===== config.mk =====
export PLATFORM = sky130hd
export DESIGN_NAME = multicycle_ctrl_flat
export DESIGN_NICKNAME = d
export VERILOG_FILES = /design/src/rtl/multicycle_ctrl_if.sv /design/src/rtl/multicycle_ctrl.sv /design/src/flat_wrapper.sv
export SDC_FILE = /design/constraint.sdc
export NUM_CORES = 1
export LEC_CHECK = 0
export BUFFER_PORTS_ARGS = -buffer_cell sky130_fd_sc_hd__buf_4
export CELL_PAD_IN_SITES_DETAIL_PLACEMENT = 1
export CELL_PAD_IN_SITES_GLOBAL_PLACEMENT = 1
export CORE_UTILIZATION = 34
export DETAILED_ROUTE_END_ITERATION = 8
export GPL_ROUTABILITY_DRIVEN = 0
export GPL_TIMING_DRIVEN = 0
export PLACE_DENSITY_LB_ADDON = 0.25
export SLEW_MARGIN = 20
export SYNTH_ARGS = -nofsm -noshare
export SYNTH_HDL_FRONTEND = slang
export SYNTH_SLANG_ARGS = --single-unit

===== constraint.sdc =====
create_clock -name clk -period 2.33 [get_ports clk]
set_clock_uncertainty 0.1 [all_clocks]
set_input_delay 0.233 -clock clk [delete_from_list [all_inputs] [get_ports clk]]
set_output_delay 0.233 -clock clk [all_outputs]
set_load 0.01 [all_outputs]

===== src/rtl/multicycle_ctrl_if.sv =====
// Control-unit bus: instruction fields and ALU flag in, ALU/datapath strobes and debug out.
interface multicycle_ctrl_if #(
    parameter int unsigned CNT_W = 32
);
    logic [5:0]       opcode;
    logic [5:0]       funct;
    logic             zero;
    logic [2:0]       alu_op;
    logic             alu_src_a;
    logic [1:0]       alu_src_b;
    logic             ext_zero;
    logic [1:0]       pc_src;
    logic             pc_en;
    logic             iord;
    logic             mem_read;
    logic             mem_write;
    logic             ir_write;
    logic             reg_write;
    logic             reg_dst;
    logic             mem_to_reg;
    logic             illegal;
    logic [CNT_W-1:0] retired;
    logic [3:0]       state;

    modport master (
        input  opcode, funct, zero,
        output alu_op, alu_src_a, alu_src_b, ext_zero, pc_src, pc_en, iord,
               mem_read, mem_write, ir_write, reg_write, reg_dst, mem_to_reg,
               illegal, retired, state
    );

    modport slave (
        output opcode, funct, zero,
        input  alu_op, alu_src_a, alu_src_b, ext_zero, pc_src, pc_en, iord,
               mem_read, mem_write, ir_write, reg_write, reg_dst, mem_to_reg,
               illegal, retired, state
    );
endinterface


===== src/rtl/multicycle_ctrl.sv =====
// Multi-cycle MIPS-subset control unit: sequences fetch/decode/execute/memory/writeback
// and counts retired instructions.
module multicycle_ctrl #(
    parameter int unsigned CNT_W = 32
) (
    input  logic              clk,
    input  logic              rst,
    multicycle_ctrl_if.master bus
);

    typedef enum logic [3:0] {
        FETCH    = 4'd0,
        DECODE   = 4'd1,
        MEM_ADDR = 4'd2,
        MEM_RD   = 4'd3,
        MEM_WB   = 4'd4,
        MEM_WR   = 4'd5,
        R_EX     = 4'd6,
        R_WB     = 4'd7,
        BRANCH   = 4'd8,
        JUMP     = 4'd9,
        I_EX     = 4'd10,
        I_WB     = 4'd11
    } state_e;

    localparam logic [CNT_W-1:0] CNT_ONE = CNT_W'(1);

    state_e           state_q, state_d;
    logic [CNT_W-1:0] retired_q;
    logic             retire;

    always_comb begin
        state_d        = FETCH;
        bus.alu_op     = 3'b000;
        bus.alu_src_a  = 1'b0;
        bus.alu_src_b  = 2'b00;
        bus.ext_zero   = 1'b0;
        bus.pc_src     = 2'b00;
        bus.pc_en      = 1'b0;
        bus.iord       = 1'b0;
        bus.mem_read   = 1'b0;
        bus.mem_write  = 1'b0;
        bus.ir_write   = 1'b0;
        bus.reg_write  = 1'b0;
        bus.reg_dst    = 1'b0;
        bus.mem_to_reg = 1'b0;
        bus.illegal    = 1'b0;
        retire         = 1'b0;

        unique case (state_q)
            FETCH: begin
                bus.mem_read  = 1'b1;
                bus.ir_write  = 1'b1;
                bus.alu_src_b = 2'b01;
                bus.pc_en     = 1'b1;
                state_d       = DECODE;
            end
            DECODE: begin
                bus.alu_src_b = 2'b11;
                unique case (bus.opcode)
                    6'b000000:                   state_d = R_EX;
                    6'b100011, 6'b101011:        state_d = MEM_ADDR;
                    6'b000100:                   state_d = BRANCH;
                    6'b000010:                   state_d = JUMP;
                    6'b001000, 6'b001100, 6'b001101,
                    6'b001110, 6'b001111:        state_d = I_EX;
                    default:                     bus.illegal = 1'b1;
                endcase
            end
            MEM_ADDR: begin
                bus.alu_src_a = 1'b1;
                bus.alu_src_b = 2'b10;
                state_d       = (bus.opcode == 6'b100011) ? MEM_RD : MEM_WR;
            end
            MEM_RD: begin
                bus.mem_read = 1'b1;
                bus.iord     = 1'b1;
                state_d      = MEM_WB;
            end
            MEM_WB: begin
                bus.reg_write  = 1'b1;
                bus.mem_to_reg = 1'b1;
                retire         = 1'b1;
            end
            MEM_WR: begin
                bus.mem_write = 1'b1;
                bus.iord      = 1'b1;
                retire        = 1'b1;
            end
            R_EX: begin
                bus.alu_src_a = 1'b1;
                state_d       = R_WB;
                unique case (bus.funct)
                    6'b100000: bus.alu_op = 3'b000;
                    6'b100010: bus.alu_op = 3'b100;
                    6'b100100: bus.alu_op = 3'b001;
                    6'b100101: bus.alu_op = 3'b101;
                    6'b100110: bus.alu_op = 3'b010;
                    default: begin
                        bus.illegal = 1'b1;
                        state_d     = FETCH;
                    end
                endcase
            end
            R_WB: begin
                bus.reg_write = 1'b1;
                bus.reg_dst   = 1'b1;
                retire        = 1'b1;
            end
            BRANCH: begin
                bus.alu_src_a = 1'b1;
                bus.alu_op    = 3'b100;
                bus.pc_src    = 2'b01;
                bus.pc_en     = bus.zero;
                retire        = 1'b1;
            end
            JUMP: begin
                bus.pc_src = 2'b10;
                bus.pc_en  = 1'b1;
                retire     = 1'b1;
            end
            I_EX: begin
                bus.alu_src_a = 1'b1;
                bus.alu_src_b = 2'b10;
                bus.ext_zero  = 1'b1;
                state_d       = I_WB;
                unique case (bus.opcode)
                    6'b001100: bus.alu_op = 3'b001;
                    6'b001101: bus.alu_op = 3'b101;
                    6'b001110: bus.alu_op = 3'b010;
                    6'b001111: bus.alu_op = 3'b110;
                    default:   bus.ext_zero = 1'b0;
                endcase
            end
            I_WB: begin
                bus.reg_write = 1'b1;
                retire        = 1'b1;
            end
            default: state_d = FETCH;
        endcase

        // Strobes are squelched for the whole reset window, not just from the next edge.
        if (rst) begin
            bus.alu_op     = 3'b000;
            bus.alu_src_a  = 1'b0;
            bus.alu_src_b  = 2'b00;
            bus.ext_zero   = 1'b0;
            bus.pc_src     = 2'b00;
            bus.pc_en      = 1'b0;
            bus.iord       = 1'b0;
            bus.mem_read   = 1'b0;
            bus.mem_write  = 1'b0;
            bus.ir_write   = 1'b0;
            bus.reg_write  = 1'b0;
            bus.reg_dst    = 1'b0;
            bus.mem_to_reg = 1'b0;
            bus.illegal    = 1'b0;
        end
    end

    always_ff @(posedge clk or posedge rst) begin
        if (rst) begin
            state_q   <= FETCH;
            retired_q <= '0;
        end else begin
            state_q <= state_d;
            if (retire) begin
                retired_q <= retired_q + CNT_ONE;
            end
        end
    end

    assign bus.state   = state_q;
    assign bus.retired = retired_q;

endmodule


===== src/flat_wrapper.sv =====
// flat-port wrapper written by rule: the top's interface ports become plain ports
module multicycle_ctrl_flat 
#(
    parameter int unsigned CNT_W = 32
)
  (clk, rst, bus_opcode, bus_funct, bus_zero, bus_alu_op, bus_alu_src_a, bus_alu_src_b, bus_ext_zero, bus_pc_src, bus_pc_en, bus_iord, bus_mem_read, bus_mem_write, bus_ir_write, bus_reg_write, bus_reg_dst, bus_mem_to_reg, bus_illegal, bus_retired, bus_state);
  multicycle_ctrl_if #(.CNT_W(CNT_W)) bus_i ();
  input  logic clk;
  input  logic rst;
  input wire logic [$bits(bus_i.opcode)-1:0] bus_opcode;
  input wire logic [$bits(bus_i.funct)-1:0] bus_funct;
  input wire logic [$bits(bus_i.zero)-1:0] bus_zero;
  output wire logic [$bits(bus_i.alu_op)-1:0] bus_alu_op;
  output wire logic [$bits(bus_i.alu_src_a)-1:0] bus_alu_src_a;
  output wire logic [$bits(bus_i.alu_src_b)-1:0] bus_alu_src_b;
  output wire logic [$bits(bus_i.ext_zero)-1:0] bus_ext_zero;
  output wire logic [$bits(bus_i.pc_src)-1:0] bus_pc_src;
  output wire logic [$bits(bus_i.pc_en)-1:0] bus_pc_en;
  output wire logic [$bits(bus_i.iord)-1:0] bus_iord;
  output wire logic [$bits(bus_i.mem_read)-1:0] bus_mem_read;
  output wire logic [$bits(bus_i.mem_write)-1:0] bus_mem_write;
  output wire logic [$bits(bus_i.ir_write)-1:0] bus_ir_write;
  output wire logic [$bits(bus_i.reg_write)-1:0] bus_reg_write;
  output wire logic [$bits(bus_i.reg_dst)-1:0] bus_reg_dst;
  output wire logic [$bits(bus_i.mem_to_reg)-1:0] bus_mem_to_reg;
  output wire logic [$bits(bus_i.illegal)-1:0] bus_illegal;
  output wire logic [$bits(bus_i.retired)-1:0] bus_retired;
  output wire logic [$bits(bus_i.state)-1:0] bus_state;
  assign bus_i.opcode = bus_opcode;
  assign bus_i.funct = bus_funct;
  assign bus_i.zero = bus_zero;
  assign bus_alu_op = bus_i.alu_op;
  assign bus_alu_src_a = bus_i.alu_src_a;
  assign bus_alu_src_b = bus_i.alu_src_b;
  assign bus_ext_zero = bus_i.ext_zero;
  assign bus_pc_src = bus_i.pc_src;
  assign bus_pc_en = bus_i.pc_en;
  assign bus_iord = bus_i.iord;
  assign bus_mem_read = bus_i.mem_read;
  assign bus_mem_write = bus_i.mem_write;
  assign bus_ir_write = bus_i.ir_write;
  assign bus_reg_write = bus_i.reg_write;
  assign bus_reg_dst = bus_i.reg_dst;
  assign bus_mem_to_reg = bus_i.mem_to_reg;
  assign bus_illegal = bus_i.illegal;
  assign bus_retired = bus_i.retired;
  assign bus_state = bus_i.state;
  multicycle_ctrl #(.CNT_W(CNT_W)) u_core (.clk(clk), .rst(rst), .bus(bus_i));
endmodule

# After elaboration in Yosys (flattened, before gate mapping)

Index checks and enable logic that the tools add are counted.

Register bits after elaboration: 36
Latch bits: 0
Memory bits (writable): 0
ROM bits: 0
Bits of input ports: 15
Logic and storage cells: 80
Memories kept: 0

Add/subtract/negate cells: 1
Multiply operators: 0
Div/mod/pow operators: 0
Magnitude comparators: 0
Equal/unequal tests: 25
Shift operators: 0
Mux-type cells: 38
Bitwise logic cells: 0
Reduce and logical (&&, ||, !) cells: 14

Operator list:

| cell                  | number |
|---|---|
| $eq 6x6->1 const B    | 7 |
| $add 32x1->32 const B | 1 |
| $eq 6x4->1 const B    | 5 |
| $mux 1                | 24 |
| $pmux 3 s4            | 2 |
| $pmux 4 s6            | 1 |
| $pmux 4 s5            | 1 |
| $eq 4x3->1 const B    | 4 |
| $eq 4x4->1 const B    | 4 |
| $reduce_or 10->1      | 1 |
| $reduce_or 2->1       | 5 |
| $reduce_or 5->1       | 2 |
| $mux 3                | 3 |
| $pmux 3 s3            | 1 |
| $eq 4x2->1 const B    | 2 |
| $reduce_or 4->1       | 2 |
| $eq 6x2->1 const B    | 1 |
| $eq 6x3->1 const B    | 1 |
| $logic_not 6->1       | 1 |
| $pmux 2 s3            | 1 |
| $reduce_or 6->1       | 1 |
| $eq 4x1->1 const B    | 1 |
| $logic_not 4->1       | 1 |
| $mux 2                | 2 |
| other kinds (3)       | 4 |

# Depth between registers and ports, before layout

Gate-level depths: netlist of the first run.

Depth in word-level cells: 5
Mapped depth: 6

# Least setup slack after synthesis of the first run

Ideal clock, no wire load.

Path type: input to output
Start point: input port rst
End point: output port bus_illegal
Arrival time: 1550 ps
Required time: 1997 ps
Slack: 447 ps
Cell stages on the path: 4
Buffers on the path: 0
Cell sequence: inv_1 nand2_1 nor3_1 a21o_1

Cells in the longest elaborated chain, start to end: 1

Ends and longest elaborated chain:

| element     | line                   | text |
|---|---|---|
| from (decl) | flat_wrapper.sv:9      | `input logic rst;` |
| $mux 1      | multicycle_ctrl.sv:143 | `if (rst) begin` |
| to (decl)   | flat_wrapper.sv:26     | `output wire logic [$bits(bus_i.illegal)-1:0] bus_illegal;` |

No other way between the ends.

# Worst setup path in the final report of the first run

Ends and elaborated chain as after synthesis.

==> results.json, run 1 <==
{
  "crit_path_max_incr_delay_ns": 0.53,
  "routed_wl_um": 5850,
  "drtAntennaViolNets": 0,
  "fp.dieH_um": 81.5,
  "hold_path_class": "primary input to flop",
  "first_pass_iters": 3,
  "synth_seq_cells": 36,
  "layout.nets": 336,
  "synth_area_leaders": "dfrtp_1, xor2_1, nor2_1",
  "synthesis.area_mm2": 0.00215,
  "p_leak_nw": 1.41,
  "grt_busiest_layer": "met2",
  "clk_pin_slew_worst_paths_ns": 0.06,
  "p_total_mw": 1.72,
  "avgSynthCellArea_um2": 8.85,
  "grt_pass1_vias": 2053,
  "mostFrequentLayoutCell": "buf_4",
  "first_iter_violations": 21,
  "cp_num_buf_inv": 3,
  "worstPathRequired_ns": 2.00,
  "grt_use_total_pct": 19.3,
  "die_x_um": 81.5,
  "clkLatencyLatePin_ns": 0.29,
  "path_cells": "dlygate4sd3_1 -> buf_4 -> or3_1 -> a211oi_1 -> a21o_1 -> buf_4",
  "synthToLayoutAreaGrowth_pct": 34.2,
  "grt-ovfl-total": 0,
  "worst_slew_pin_slew_ns": 0.831,
  "slew_violations": 0,
  "synth_nets": 259,
  "worstSetupStartpointType": "primary input",
  "p_int_mw": 1.13,
  "cts.sinks": 36,
  "synth_cell_types": 38,
  "clk_path_buf_depth": 2,
  "cts_tree": "built",
  "die_area_mm2": 0.00665,
  "cpLargestDelayFamily": "buffers and inverters",
  "htree_levels": 2,
  "hpwl_um": 4550,
  "use_met2_pct": 34.5,
  "fillers": 746,
  "status": "finished clean",
  "utilization_pct": 47.9,
  "combPwrFrac_pct": 32.0,
  "vdd_drop_max_uv": 319,
  "grt_max_degree": 20,
  "start_util_pct": 35.7,
  "synth_warnings": 0,
  "wire_per_inst_um": 14.8,
  "p_seq_share_pct": 44.1,
  "vias": 2020,
  "final_cell_mix": "buf_4, nor2_1, dfrtp_1",
  "drive_gt1_share_pct": 27.5,
  "grt_pass1_wl_um": 9730,
  "path_class": "primary input to primary output",
  "p_sw_share_pct": 34.2,
  "setup_viol": 0,
  "arrival_ns": 1.89,
  "yosys.area.top_type_share_pct": 41.9,
  "drv_cap": 0,
  "fmax_mhz": 449,
  "clock_power_share_pct": 23.9,
  "p_sw_mw": 0.588,
  "post_drt_via_cell_ratio": 5.11,
  "cp-end-kind": "primary output",
  "hold_start": "bus_opcode[4]",
  "port_buffers": 67,
  "cpMaxStageDelayCell": "dlygate4sd3_1",
  "yosysSeqAreaShare_pct": 41.9,
  "cp_common_cell": "buf_4",
  "holdWs_ns": 0.201,
  "drc": 0,
  "row_count": 28,
  "yosysTopAreaCell": "dfrtp_1",
  "setup_tns_ns": 0,
  "use_met3_pct": 4.33,
  "p_per_area_mw_per_mm2": 596,
  "rsz0062_at_grt": "no",
  "slew_headroom_pct": 44.4,
  "finalNonFillerCells": 395,
  "path_max_fanout": 8,
  "core_mm2": 0.00603,
  "hold_viol": 0,
  "period_share_pct": 95.5,
  "root_buffer": "clkbuf_8",
  "crit_path_start": "rst",
  "dp_cells": 386,
  "diodes": 0,
  "post-route-min-period_ns": 2.23,
  "worstReg2RegStart": "u_core.bus.state[2]",
  "cts-buffers-inserted": 5,
  "grt_antenna_before_repair": 0,
  "ios": 69,
  "syn_inst": 243,
  "grt_util_met1_pct": 22.2,
  "cts_setup_buffers": 0
}
-- logic make-up after synthesis --
logic type | count (synthesis) | synth area share, %
buf+inv | 16 | 3.49
mux | 1 | 0.524
simple gates | 128 | 31.2
compound gates | 26 | 7.68
xor+xnor | 35 | 14.6
fa+ha+maj | 1 | 0.582
flops | 36 | 41.9
-- metrics by stage --
| step | instance area [um^2] | setup slack, ns |
|---|---|---|
| 6_report | 2890 | 0.104 |
| 5_1_grt | 2890 | 0.0240 |
| 4_1_cts | 2880 | 0.0995 |
| 3_5_place_dp | 2780 | 0.217 |
| 3_3_place_gp | 2750 | -0.362 |
| 2_1_floorplan | 2150 | 0.447 |
-- area by class of cell --
class | instances | area [um^2] | area share [%]
Multi-Input combinational cell | 191 | 1190 | 41.1
Sequential cell | 36 | 901 | 31.2
Timing Repair Buffer | 70 | 551 | 19.1
Tap cell | 75 | 93.8 | 3.25
Clock buffer | 6 | 72.6 | 2.51
Buffer | 8 | 46.3 | 1.60
Inverter | 8 | 30.0 | 1.04
Clock inverter | 1 | 5.00 | 0.173
-- layer usage --
layer | wire (um) | up-vias
met3 | 218 | 7
met4 | 97 | 0
met1 | 2480 | 985
met5 | 0 | -
li1 | - | 984
met2 | 3050 | 44
-- power by group through the flow --
stage / Clock (mW) / Sequential (mW) / Combinational [mW]
3_3_place_gp: 0 / 0.762 / 0.529
4_1_cts: 0.425 / 0.754 / 0.553
2_1_floorplan: 0 / 0.769 / 0.287
6_report: 0.411 / 0.758 / 0.551
3_5_place_dp: 0 / 0.764 / 0.547
5_1_grt: 0.451 / 0.769 / 0.614
-- worst reg2reg max path: stages (launching register included) --
cell and delay [ns]:
dfrtp_1 0.40, buf_6 0.15, xnor2_2 0.17, nor3_4 0.35, nand4_4 0.25, nor3_1 0.31
xor2_1 0.19
-- state kept, by name, summed over array words and instances, names as in the netlist --
name                count
u_core.bus.state        4
u_core.bus.retired     32
-- synth_stat cells --
cell type and number:
clkbuf_1 6, o211ai_1 1, a31oi_1 2, o22ai_1 1, o32ai_1 1, nand4b_1 1, o21ai_0 4, a211oi_1 3
xnor2_2 1, a2111oi_0 1, xor2_1 20, a41oi_1 1, mux2_2 1, nor2_1 37, and3_1 1, a21oi_1 8
nor3_4 1, nand4_4 2, a21o_1 3, nor2_2 1, nand4_1 7, or3_1 3, xnor2_1 14, ha_1 1
nor3_1 19, nor4_1 2, nand2b_1 8, a21boi_0 1, inv_1 8, or3b_2 1, nor4_4 1, nor2b_1 4
dfrtp_1 36, nand3_1 12, buf_6 2, and2_1 2, nand2_1 24, nor3b_1 2
-- path summary, 6_finish.rpt --
| check | to | slack [ns] | cells after the start |
|---|---|---|---|
| max reg2reg | u_core.bus.retired[31] | 0.35 | 6 |
| max in group asynchronous | u_core.bus.retired[31] | 0.40 | 4 |
| min | u_core.bus.state[1] | 0.20 | 3 |
| min reg2reg | u_core.bus.retired[31] | 0.39 | 1 |
| min in group asynchronous | u_core.bus.retired[26] | 0.47 | 4 |
| max | bus_illegal | 0.10 | 6 |
-- timing repair --
action                                 4_1_cts  5_1_grt
cloned                                       0        0
hold buffers                                 2        0
endpoints found under the hold margin       18        0
setup endpoints to repair                    2        3
resized for setup                            1        4
(Power assumes the default switching activity.)
==> run 2, diff against run 1 <==
- ABC_AREA: default -> 0
- CORE_MARGIN: default -> 4
==> results.json, run 2 (synthesized netlist as in run 1, its figures left out) <==
{
  "status": "finished clean",
  "clock_power_share_pct": 24.1,
  "p_sw_share_pct": 34.0,
  "routed_wl_um": 5960,
  "vias": 2028,
  "combPwrFrac_pct": 31.8,
  "worstSetupStartpointType": "primary input",
  "clkLatencyLatePin_ns": 0.28,
  "slew_violations": 0,
  "row_count": 28,
  "layout.nets": 336,
  "cts_tree": "built",
  "setup_viol": 0,
  "cts-buffers-inserted": 5,
  "port_buffers": 67,
  "fillers": 742,
  "grt_pass1_vias": 2076,
  "cpMaxStageDelayCell": "dlygate4sd3_1",
  "drive_gt1_share_pct": 27.5,
  "period_share_pct": 95.6,
  "p_seq_share_pct": 44.2,
  "largest_reg_flops": 32,
  "fp.dieH_um": 87.5,
  "start_util_pct": 35.7,
  "first_pass_iters": 4,
  "setup_tns_ns": 0,
  "ios": 69,
  "utilization_pct": 47.9,
  "grt_antenna_before_repair": 0,
  "synthToLayoutAreaGrowth_pct": 34.2,
  "final_cell_mix": "buf_4, nor2_1, dfrtp_1",
  "drc": 0,
  "cp_common_cell": "buf_4",
  "htree_levels": 2,
  "die_area_mm2": 0.00766,
  "p_per_area_mw_per_mm2": 594,
  "worstPathRequired_ns": 2.00,
  "worst_slew_pin_slew_ns": 0.774,
  "first_iter_violations": 30,
  "holdWs_ns": 0.210,
  "cts_setup_buffers": 0,
  "core_mm2": 0.00603,
  "fmax_mhz": 449,
  "hold_viol": 0,
  "hold_path_class": "primary input to flop",
  "p_leak_nw": 1.41,
  "slew_headroom_pct": 48.2,
  "p_int_mw": 1.13,
  "root_buffer": "clkbuf_8",
  "vdd_drop_max_uv": 281,
  "drv_cap": 0,
  "path_class": "primary input to primary output",
  "pre_cts_ws_ns": 0.241,
  "cp-end-kind": "primary output",
  "clk_path_buf_depth": 2,
  "post-route-min-period_ns": 2.23,
  "grt_pass1_wl_um": 10100,
  "grt_max_degree": 20,
  "die_x_um": 87.5,
  "p_sw_mw": 0.583,
  "path_max_fanout": 8,
  "arrival_ns": 1.90,
  "p_total_mw": 1.72,
  "clk_pin_slew_worst_paths_ns": 0.07,
  "cts.sinks": 36,
  "path_cells": "dlygate4sd3_1 -> buf_4 -> or3_1 -> a211oi_1 -> a21o_1 -> buf_4",
  "grt_use_total_pct": 16.4,
  "hpwl_um": 4760,
  "post_drt_via_cell_ratio": 5.13,
  "crit_path_max_incr_delay_ns": 0.53,
  "drtAntennaViolNets": 0,
  "fin_ws_ns": 0.101,
  "rsz0062_at_grt": "no",
  "wire_per_inst_um": 15.1,
  "grt-ovfl-total": 0,
  "diodes": 0,
  "mostFrequentLayoutCell": "buf_4"
}
[run 2: cell counts in the layout (fill, tap and decap cells not counted)]
Identical to the previous run, type by type.
[run 2: worst paths after layout]
| path | startpoint | endpoint | slack [ns] | cells after the start |
|---|---|---|---|---|
| hold / removal | bus_opcode[0] | u_core.bus.state[0] | 0.21 | 4 |
| setup / recovery | rst | bus_illegal | 0.10 | 6 |
| hold reg to reg | u_core.bus.retired[31] | u_core.bus.retired[31] | 0.37 | 1 |
| min in group asynchronous | rst | u_core.bus.retired[0] | 0.50 | 4 |
| max in group asynchronous | rst | u_core.bus.retired[31] | 0.41 | 4 |
| setup reg to reg | u_core.bus.state[3] | u_core.bus.retired[28] | 0.34 | 6 |
[run 2: power by group through the flow]
stage               Combinational [mW]  Clock (mW)  Sequential [mW]
finish                           0.545       0.413            0.758
global route                     0.604       0.456            0.771
global placement                 0.533           0            0.762
floorplan                        0.287           0            0.769
detailed placement               0.546           0            0.764
CTS                              0.552       0.429            0.754
[run 2: what timing repair did]
action | in CTS | in global routing
endpoints found under the hold margin | 17 | 0
hold buffers | 2 | 0
resized for setup | 1 | 4
pin swaps | 0 | 0
endpoints found under the setup margin | 2 | 3
[run 2: layout make-up]
class | count | area [um^2] | share of cell area, %
well taps | 75 | 93.8 | 3.25
clock buffers | 6 | 72.6 | 2.51
flip-flops and latches | 36 | 901 | 31.2
repair buffers | 70 | 551 | 19.1
inverters | 8 | 30.0 | 1.04
plain buffers | 8 | 46.3 | 1.60
multi-input cells | 191 | 1190 | 41.1
clock inverters | 1 | 5.00 | 0.173
[run 2: worst max-delay path: cells and delay by family]
family	cells	cell delay, ns
buf+inv	3	0.82
compound gates	2	0.39
simple gates	1	0.45
[run 2: metal layers]
metal,routed length [um],vias up,track usage [%],part of all wire (%)
met2,3020,49,28.5,51
met3,284,10,3.10,4.8
li1,-,983,-,-
met5,0,-,0,0
met1,2550,986,20.5,43
met4,105,0,5.02,1.8
[run 2: metrics by stage]
step                      cells  cell area, um^2
after floorplan             243             2150
after global placement      385             2750
after detailed placement    386             2780
after CTS                   395             2880
after global routing        395             2890
final                       395             2890
